### src/rtl/alu_operand_loader_if.sv
// Byte stream in, atomic operand set out: the loader's link to its feeder and to the arithmetic unit.
`timescale 1ns/1ps
interface alu_operand_loader_if #(
  parameter int M = 32
);
  logic [7:0]   i_data;
  logic         i_valid;
  logic         o_ready;
  logic [M-1:0] o_arg_A;
  logic [M-1:0] o_arg_B;
  logic [3:0]   o_op;
  logic         o_issue;
  logic         o_busy;
  logic         o_frame_err;

  modport master (
    output i_data, i_valid,
    input  o_ready, o_arg_A, o_arg_B, o_op, o_issue, o_busy, o_frame_err
  );

  modport slave (
    input  i_data, i_valid,
    output o_ready, o_arg_A, o_arg_B, o_op, o_issue, o_busy, o_frame_err
  );
endinterface

### src/rtl/alu_operand_loader.sv
// Assembles header + operand A + operand B from a byte stream into shadow registers and
// hands the full set to the arithmetic unit in one edge, followed by a one-cycle issue strobe.
`timescale 1ns/1ps
module alu_operand_loader #(
  parameter int M       = 32,
  parameter int TIMEOUT = 255
) (
  input logic              clk,
  input logic              i_reset,
  alu_operand_loader_if.slave bus
);
  localparam int NB = M / 8;
  localparam int CW = $clog2(NB) + 1;
  localparam int TW = $clog2(TIMEOUT + 1);

  typedef enum logic [1:0] {IDLE, LOAD_A, LOAD_B, ISSUE} state_t;

  state_t        state;
  logic [CW-1:0] cnt;
  logic [TW-1:0] gap;
  logic [M-1:0]  sh_a;
  logic [M-1:0]  sh_b;
  logic [M-1:0]  next_a;
  logic [M-1:0]  next_b;
  logic [3:0]    sh_op;
  logic          take;
  logic          last;
  logic          expire;

  assign bus.o_ready = (state != ISSUE);
  assign take        = bus.i_valid && bus.o_ready;
  assign last        = (cnt == CW'(NB - 1));
  assign expire      = !take && (gap == TW'(TIMEOUT - 1));

  // Shadow values with the current byte merged in, so the last B byte can go straight to the outputs.
  always_comb begin
    next_a = sh_a;
    next_b = sh_b;
    for (int unsigned k = 0; k < NB; k++) begin
      if (cnt == CW'(k)) begin
        next_a[8*k +: 8] = bus.i_data;
        next_b[8*k +: 8] = bus.i_data;
      end
    end
  end

  always_ff @(posedge clk or negedge i_reset) begin
    if (!i_reset) begin
      state           <= IDLE;
      cnt             <= '0;
      gap             <= '0;
      sh_a            <= '0;
      sh_b            <= '0;
      sh_op           <= '0;
      bus.o_arg_A     <= '0;
      bus.o_arg_B     <= '0;
      bus.o_op        <= '0;
      bus.o_issue     <= 1'b0;
      bus.o_busy      <= 1'b0;
      bus.o_frame_err <= 1'b0;
    end else begin
      bus.o_issue     <= 1'b0;
      bus.o_frame_err <= 1'b0;
      unique case (state)
        IDLE: begin
          if (take) begin
            if (bus.i_data[7:4] == 4'hA) begin
              sh_op      <= bus.i_data[3:0];
              state      <= LOAD_A;
              bus.o_busy <= 1'b1;
              cnt        <= '0;
              gap        <= '0;
            end else begin
              bus.o_frame_err <= 1'b1;
            end
          end
        end
        LOAD_A, LOAD_B: begin
          if (take) begin
            gap <= '0;
            cnt <= last ? '0 : cnt + CW'(1);
            if (state == LOAD_A) begin
              sh_a <= next_a;
              if (last) state <= LOAD_B;
            end else begin
              sh_b <= next_b;
              if (last) begin
                bus.o_arg_A <= sh_a;
                bus.o_arg_B <= next_b;
                bus.o_op    <= sh_op;
                bus.o_issue <= 1'b1;
                state       <= ISSUE;
              end
            end
          end else if (expire) begin
            // Abandon the frame; published operands are left untouched.
            state           <= IDLE;
            bus.o_busy      <= 1'b0;
            bus.o_frame_err <= 1'b1;
            cnt             <= '0;
            gap             <= '0;
            sh_a            <= '0;
            sh_b            <= '0;
            sh_op           <= '0;
          end else begin
            gap <= gap + TW'(1);
          end
        end
        ISSUE: begin
          state      <= IDLE;
          bus.o_busy <= 1'b0;
        end
        default: state <= IDLE;
      endcase
    end
  end
endmodule

### src/flat_wrapper.sv
// flat-port wrapper written by rule: the top's interface ports become plain ports
module alu_operand_loader_flat 
#(
  parameter int M       = 32,
  parameter int TIMEOUT = 255
)
  (clk, i_reset, bus_i_data, bus_i_valid, bus_o_ready, bus_o_arg_A, bus_o_arg_B, bus_o_op, bus_o_issue, bus_o_busy, bus_o_frame_err);
  alu_operand_loader_if #(.M(M)) bus_i ();
  input logic clk;
  input logic i_reset;
  input wire logic [$bits(bus_i.i_data)-1:0] bus_i_data;
  input wire logic [$bits(bus_i.i_valid)-1:0] bus_i_valid;
  output wire logic [$bits(bus_i.o_ready)-1:0] bus_o_ready;
  output wire logic [$bits(bus_i.o_arg_A)-1:0] bus_o_arg_A;
  output wire logic [$bits(bus_i.o_arg_B)-1:0] bus_o_arg_B;
  output wire logic [$bits(bus_i.o_op)-1:0] bus_o_op;
  output wire logic [$bits(bus_i.o_issue)-1:0] bus_o_issue;
  output wire logic [$bits(bus_i.o_busy)-1:0] bus_o_busy;
  output wire logic [$bits(bus_i.o_frame_err)-1:0] bus_o_frame_err;
  assign bus_i.i_data = bus_i_data;
  assign bus_i.i_valid = bus_i_valid;
  assign bus_o_ready = bus_i.o_ready;
  assign bus_o_arg_A = bus_i.o_arg_A;
  assign bus_o_arg_B = bus_i.o_arg_B;
  assign bus_o_op = bus_i.o_op;
  assign bus_o_issue = bus_i.o_issue;
  assign bus_o_busy = bus_i.o_busy;
  assign bus_o_frame_err = bus_i.o_frame_err;
  alu_operand_loader #(.M(M), .TIMEOUT(TIMEOUT)) u_core (.clk(clk), .i_reset(i_reset), .bus(bus_i));
endmodule
### config.mk
export PLATFORM = sky130hd
export DESIGN_NAME = alu_operand_loader_flat
export DESIGN_NICKNAME = d
export VERILOG_FILES = /design/src/rtl/alu_operand_loader_if.sv /design/src/rtl/alu_operand_loader.sv /design/src/flat_wrapper.sv
export SDC_FILE = /design/constraint.sdc
export NUM_CORES = 1
export LEC_CHECK = 0
export CORE_MARGIN = 10
export CORE_UTILIZATION = 54
export DETAILED_ROUTE_END_ITERATION = 6
export HOLD_SLACK_MARGIN = 0.02
export PLACE_DENSITY = 0.79
export REMOVE_ABC_BUFFERS = 1
export SLEW_MARGIN = 25
export SYNTH_ARGS = -nofsm -noshare
export SYNTH_HDL_FRONTEND = slang
export SYNTH_SLANG_ARGS = --single-unit
### constraint.sdc
create_clock -name clk -period 2.4 [get_ports clk]
set_input_delay 0.72 -clock clk [delete_from_list [all_inputs] [get_ports clk]]
set_output_delay 0.72 -clock clk [all_outputs]
set_load 0.005 [all_outputs]
==> results of run 1 <==
==> timing repair <==
action | 4_1_cts | 5_1_grt
setup buffers | 2 | 0
hold endpoints to repair | 0 | 0
gates resized for setup | 3 | 0
setup endpoints to repair | 1 | 9
==> sequential cells by signal (all words and copies together) (netlist names), 3 cells and up <==
signal,flops
u_core.bus.o_arg_A,32
u_core.bus.o_arg_B,32
u_core.bus.o_op,4
u_core.cnt,3
u_core.gap,8
u_core.sh_a,32
u_core.sh_b,24
u_core.sh_op,4
==> layout by cell type, fill, tap and decap left out, types with 6 or more instances in the layout <==
master | Yosys | final
sky130_fd_sc_hd__nand2b_1 | 6 | 6
sky130_fd_sc_hd__inv_1 | 10 | 10
sky130_fd_sc_hd__clkbuf_16 | 0 | 16
sky130_fd_sc_hd__dfrtp_1 | 144 | 144
sky130_fd_sc_hd__nor3_1 | 7 | 7
sky130_fd_sc_hd__ha_1 | 12 | 11
sky130_fd_sc_hd__nand3_1 | 9 | 8
sky130_fd_sc_hd__nand2_1 | 47 | 47
sky130_fd_sc_hd__buf_4 | 0 | 22
sky130_fd_sc_hd__a31oi_1 | 11 | 11
sky130_fd_sc_hd__o21ai_0 | 29 | 29
sky130_fd_sc_hd__clkdlybuf4s50_1 | 0 | 80
sky130_fd_sc_hd__o2bb2ai_1 | 32 | 32
sky130_fd_sc_hd__a22o_1 | 28 | 28
sky130_fd_sc_hd__o21ai_1 | 7 | 7
sky130_fd_sc_hd__nor2_1 | 9 | 9
sky130_fd_sc_hd__mux2i_1 | 26 | 26
sky130_fd_sc_hd__mux2_2 | 45 | 45
==> critical path, stage by stage (launching register included) <==
cell and delay, ns:
sky130_fd_sc_hd__dfrtp_1 0.41, sky130_fd_sc_hd__buf_4 0.17, sky130_fd_sc_hd__inv_1 0.10, sky130_fd_sc_hd__ha_1 0.29, sky130_fd_sc_hd__or3b_2 0.50, sky130_fd_sc_hd__nor2_1 0.25, sky130_fd_sc_hd__nand2_1 0.27, sky130_fd_sc_hd__o2bb2ai_1 0.24
==> power groups by stage <==
stage          logic [µW]  clock network (µW)  registers [µW]
3_5_place_dp         1770                   0            3330
4_1_cts              1840                2600            3300
2_1_floorplan        1170                   0            3220
3_3_place_gp         1700                   0            3320
6_report             1840                2570            3310
5_1_grt              2000                2710            3360
==> stage by stage <==
step | TNS (ns) | hold slack [ns] | utilization, % | setup slack (ns)
floorplan | -123.97 | 0.4244 | - | -1.916
global placement | -1.872 | 0.4616 | 65.25 | -0.1854
detailed placement | -2.414 | 0.4712 | 65.25 | -0.1223
CTS | 0 | 0.1123 | 70.83 | 0.1408
global route | -0.09645 | 0.1148 | 70.83 | -0.02264
finish | 0 | 0.1108 | 70.83 | 0.07786
==> area by class of cell <==
cell class | count | area share, %
Inverter | 10 | 0.4867
Multi-Input combinational cell | 299 | 29.41
Timing Repair Buffer | 107 | 13.56
Clock buffer | 23 | 6.181
Tap cell | 140 | 2.271
Sequential cell | 144 | 46.72
Clock inverter | 9 | 1.363
==> worst paths after layout <==
kind                       slack, ns                            endpoint                               from
setup / recovery                0.08          u_core.sh_a[7]$_DFFE_PN0P_        u_core.state[1]$_DFFE_PN0P_
hold / removal                  0.11  u_core.bus.o_arg_B[30]$_DFFE_PN0P_                            i_reset
setup reg to reg                0.08          u_core.sh_a[7]$_DFFE_PN0P_        u_core.state[1]$_DFFE_PN0P_
hold reg to reg                 0.48   u_core.bus.o_arg_B[9]$_DFFE_PN0P_  u_core.bus.o_arg_B[9]$_DFFE_PN0P_
max in group asynchronous       1.65  u_core.bus.o_arg_B[27]$_DFFE_PN0P_                            i_reset
min in group clk                0.48   u_core.bus.o_arg_B[9]$_DFFE_PN0P_  u_core.bus.o_arg_B[9]$_DFFE_PN0P_
==> cell families (layout without fill, tap and decap cells) <==
kind of cell	count (synthesis)	in the layout	synth area share, %
buffers and inverters	39	149	2.646
DFF	144	144	60.00
AOI/OAI and AO/OA	120	120	14.38
adders and majority gates	12	12	2.500
muxes	71	71	12.77
and+or+nand+nor	96	96	7.708
==> layer usage <==
layer	part of all wire, %	vias up	track usage [%]
met3	6.9	27	5.534
met2	49	185	30.88
met5	0	-	0
li1	-	1945	-
met4	1.4	0	6.436
met1	42	2180	22.40
==> impl_summary.log, run 1 <==
INFO  metric status = finished, final reports clean
INFO  metric clk_transition_reported_paths = 0.06 ns
INFO  metric total_of_endpoints_with_negative_setup_slack_in_the_final_report = 0
INFO  metric rows = 38
INFO  metric post-synth-top-area-fraction = between 60% and 70%
INFO  metric floorplan.initialDensity = 55.16%
INFO  metric globalRoute.totalOverflow = 0
INFO  metric worst-endpoint-required = around 2.8 ns
INFO  metric floorplan.io_pins = between 80 and 90
INFO  metric grt_usage = a little under a fifth
INFO  metric synth_enable_flop_cells = 0
INFO  metric yosysSeqAreaShare = approximately three fifths
INFO  metric cts_tree = done
INFO  metric time_the_worst_path_needs_with_i_o_delays_and_setup = 2.322 ns
INFO  metric place.detailed.hpwl = 9927 µm
INFO  metric switching_power = approximately 2300 µW
INFO  metric drt_pre_antenna_iters = 5
INFO  metric yosysWarnings = 0
INFO  metric syn_area_per_cell = between 10 and 15 µm²
INFO  metric numPlacedInstances = 698
INFO  metric post_synth_inst_count = ~480
INFO  metric antenna_violating_nets_post_route = 0
INFO  metric worstPathMaxFanout = 8
INFO  metric rsz0062_at_grt = true
INFO  metric post-synth-top-area-cell = sky130_fd_sc_hd__dfrtp_1
INFO  metric power.density = around 1000 nW/µm²
INFO  metric multiInputGateArea = between 2000 and 2500 µm²
INFO  metric cts_hold_buf = 0
INFO  metric clock_power_share = around a third
INFO  metric post_syn_area = approximately 6000 µm²
INFO  metric area.growth.synth_to_final = 28.42%
INFO  metric core_area = between 10000 and 15000 µm²
INFO  metric timing.max_slew.rel_slack = about three fifths
INFO  metric worst_skew_pair.late_latency = 0.52 ns
INFO  metric power.leakage = 0.003685 µW
INFO  metric skew = approximately 0.0062 ns
INFO  metric final_hold_viol_count = 0
INFO  metric clock_sinks = 144
INFO  metric clock_tree.buffer_depth = 2
INFO  metric final_net_count = roughly 600
INFO  metric number_of_antenna_violations_at_the_first_check_in_global_routing = 0
INFO  metric final-instance-count-excl-fill = approximately 730
INFO  metric register_area = about 3600 µm²
INFO  metric drive_above_1_share = 18.07%
INFO  metric dieArea = 15740 µm²
INFO  metric total_power = ~7700 µW
INFO  metric grt_first_pass_wirelength = ~24000 µm
INFO  metric worst-slew-pin-transition = about 0.6 ns
INFO  metric drt-vias-per-instance = between 5 and 6
INFO  metric power.share.switching = roughly 29%
INFO  metric die-height = around 130 µm
INFO  metric reg2regPathDepth = 7
INFO  metric pin_count_of_the_biggest_net_entering_global_routing = 52
INFO  metric ir_worst_vdd = approximately 0.00055 V
INFO  metric cp-start-kind = flop
INFO  metric post-route-drc-count = 0
INFO  metric seq_power_share = roughly 43%
INFO  metric fp.dieW = 125.5 µm
INFO  metric filler_cell_count = about 750
INFO  metric number_of_global_route_vias_before_repair = 4585
INFO  metric combinationalPowerShare = around a quarter
INFO  metric ys_dominant_reg_cell = sky130_fd_sc_hd__dfrtp_1
INFO  metric n_antenna_cell = 0
INFO  metric placed_cell_area = 7104 µm²
INFO  metric synthArstFlopShare = 100.0%
INFO  metric netlist_top_cells_area = sky130_fd_sc_hd__dfrtp_1 (60%), sky130_fd_sc_hd__mux2_2 (8.4%), sky130_fd_sc_hd__o2bb2ai_1 (4.7%)
INFO  metric arrival = roughly 2.8 ns
INFO  metric ys_seq_elements = between 100 and 150
INFO  metric timing.max_cap.violations = 0
INFO  metric worst-setup-path-type = flop to flop
INFO  metric route.detailed.wl_per_inst = 19.70 µm
INFO  metric cts_buffers = 17
INFO  metric clock_tree.htree_level_count = 4
INFO  metric synth_commonest_cells = sky130_fd_sc_hd__dfrtp_1 (144), sky130_fd_sc_hd__nand2_1 (47), sky130_fd_sc_hd__mux2_2 (45)
INFO  metric cts.root.buffer_cell = sky130_fd_sc_hd__clkbuf_8
INFO  metric final_cell_area = 7712 µm²
INFO  metric number_of_distinct_library_cells_after_synthesis = 38
INFO  metric internal_power = around 5500 µW
INFO  metric cp-end-kind = flop
INFO  metric placement.io_buffers = just over 80
INFO  metric worstHoldPathType = primary input to asynchronous set/reset pin
INFO  metric timing_max_transition_violations_final = 0
INFO  metric initialDrtViolationCount = between 200 and 300
INFO  metric gp_routability_congestion = roughly 0.9
INFO  metric timing.fmax = around 430 MHz
INFO  metric num_vias = between 4k and 5k
INFO  metric min_period_over_period = between 90% and 100%
INFO  metric postRouteWirelength = 14420 µm
INFO  metric yosysMostFrequentCell = sky130_fd_sc_hd__dfrtp_1
No activity file was read; power rests on OpenSTA's default activity.
==> inputs of run 2 (changes only) <==
- SLEW_MARGIN: 25 -> 40
==> results of run 2 <==
The final DEF is identical to that of run 1; final timing and power are the same.
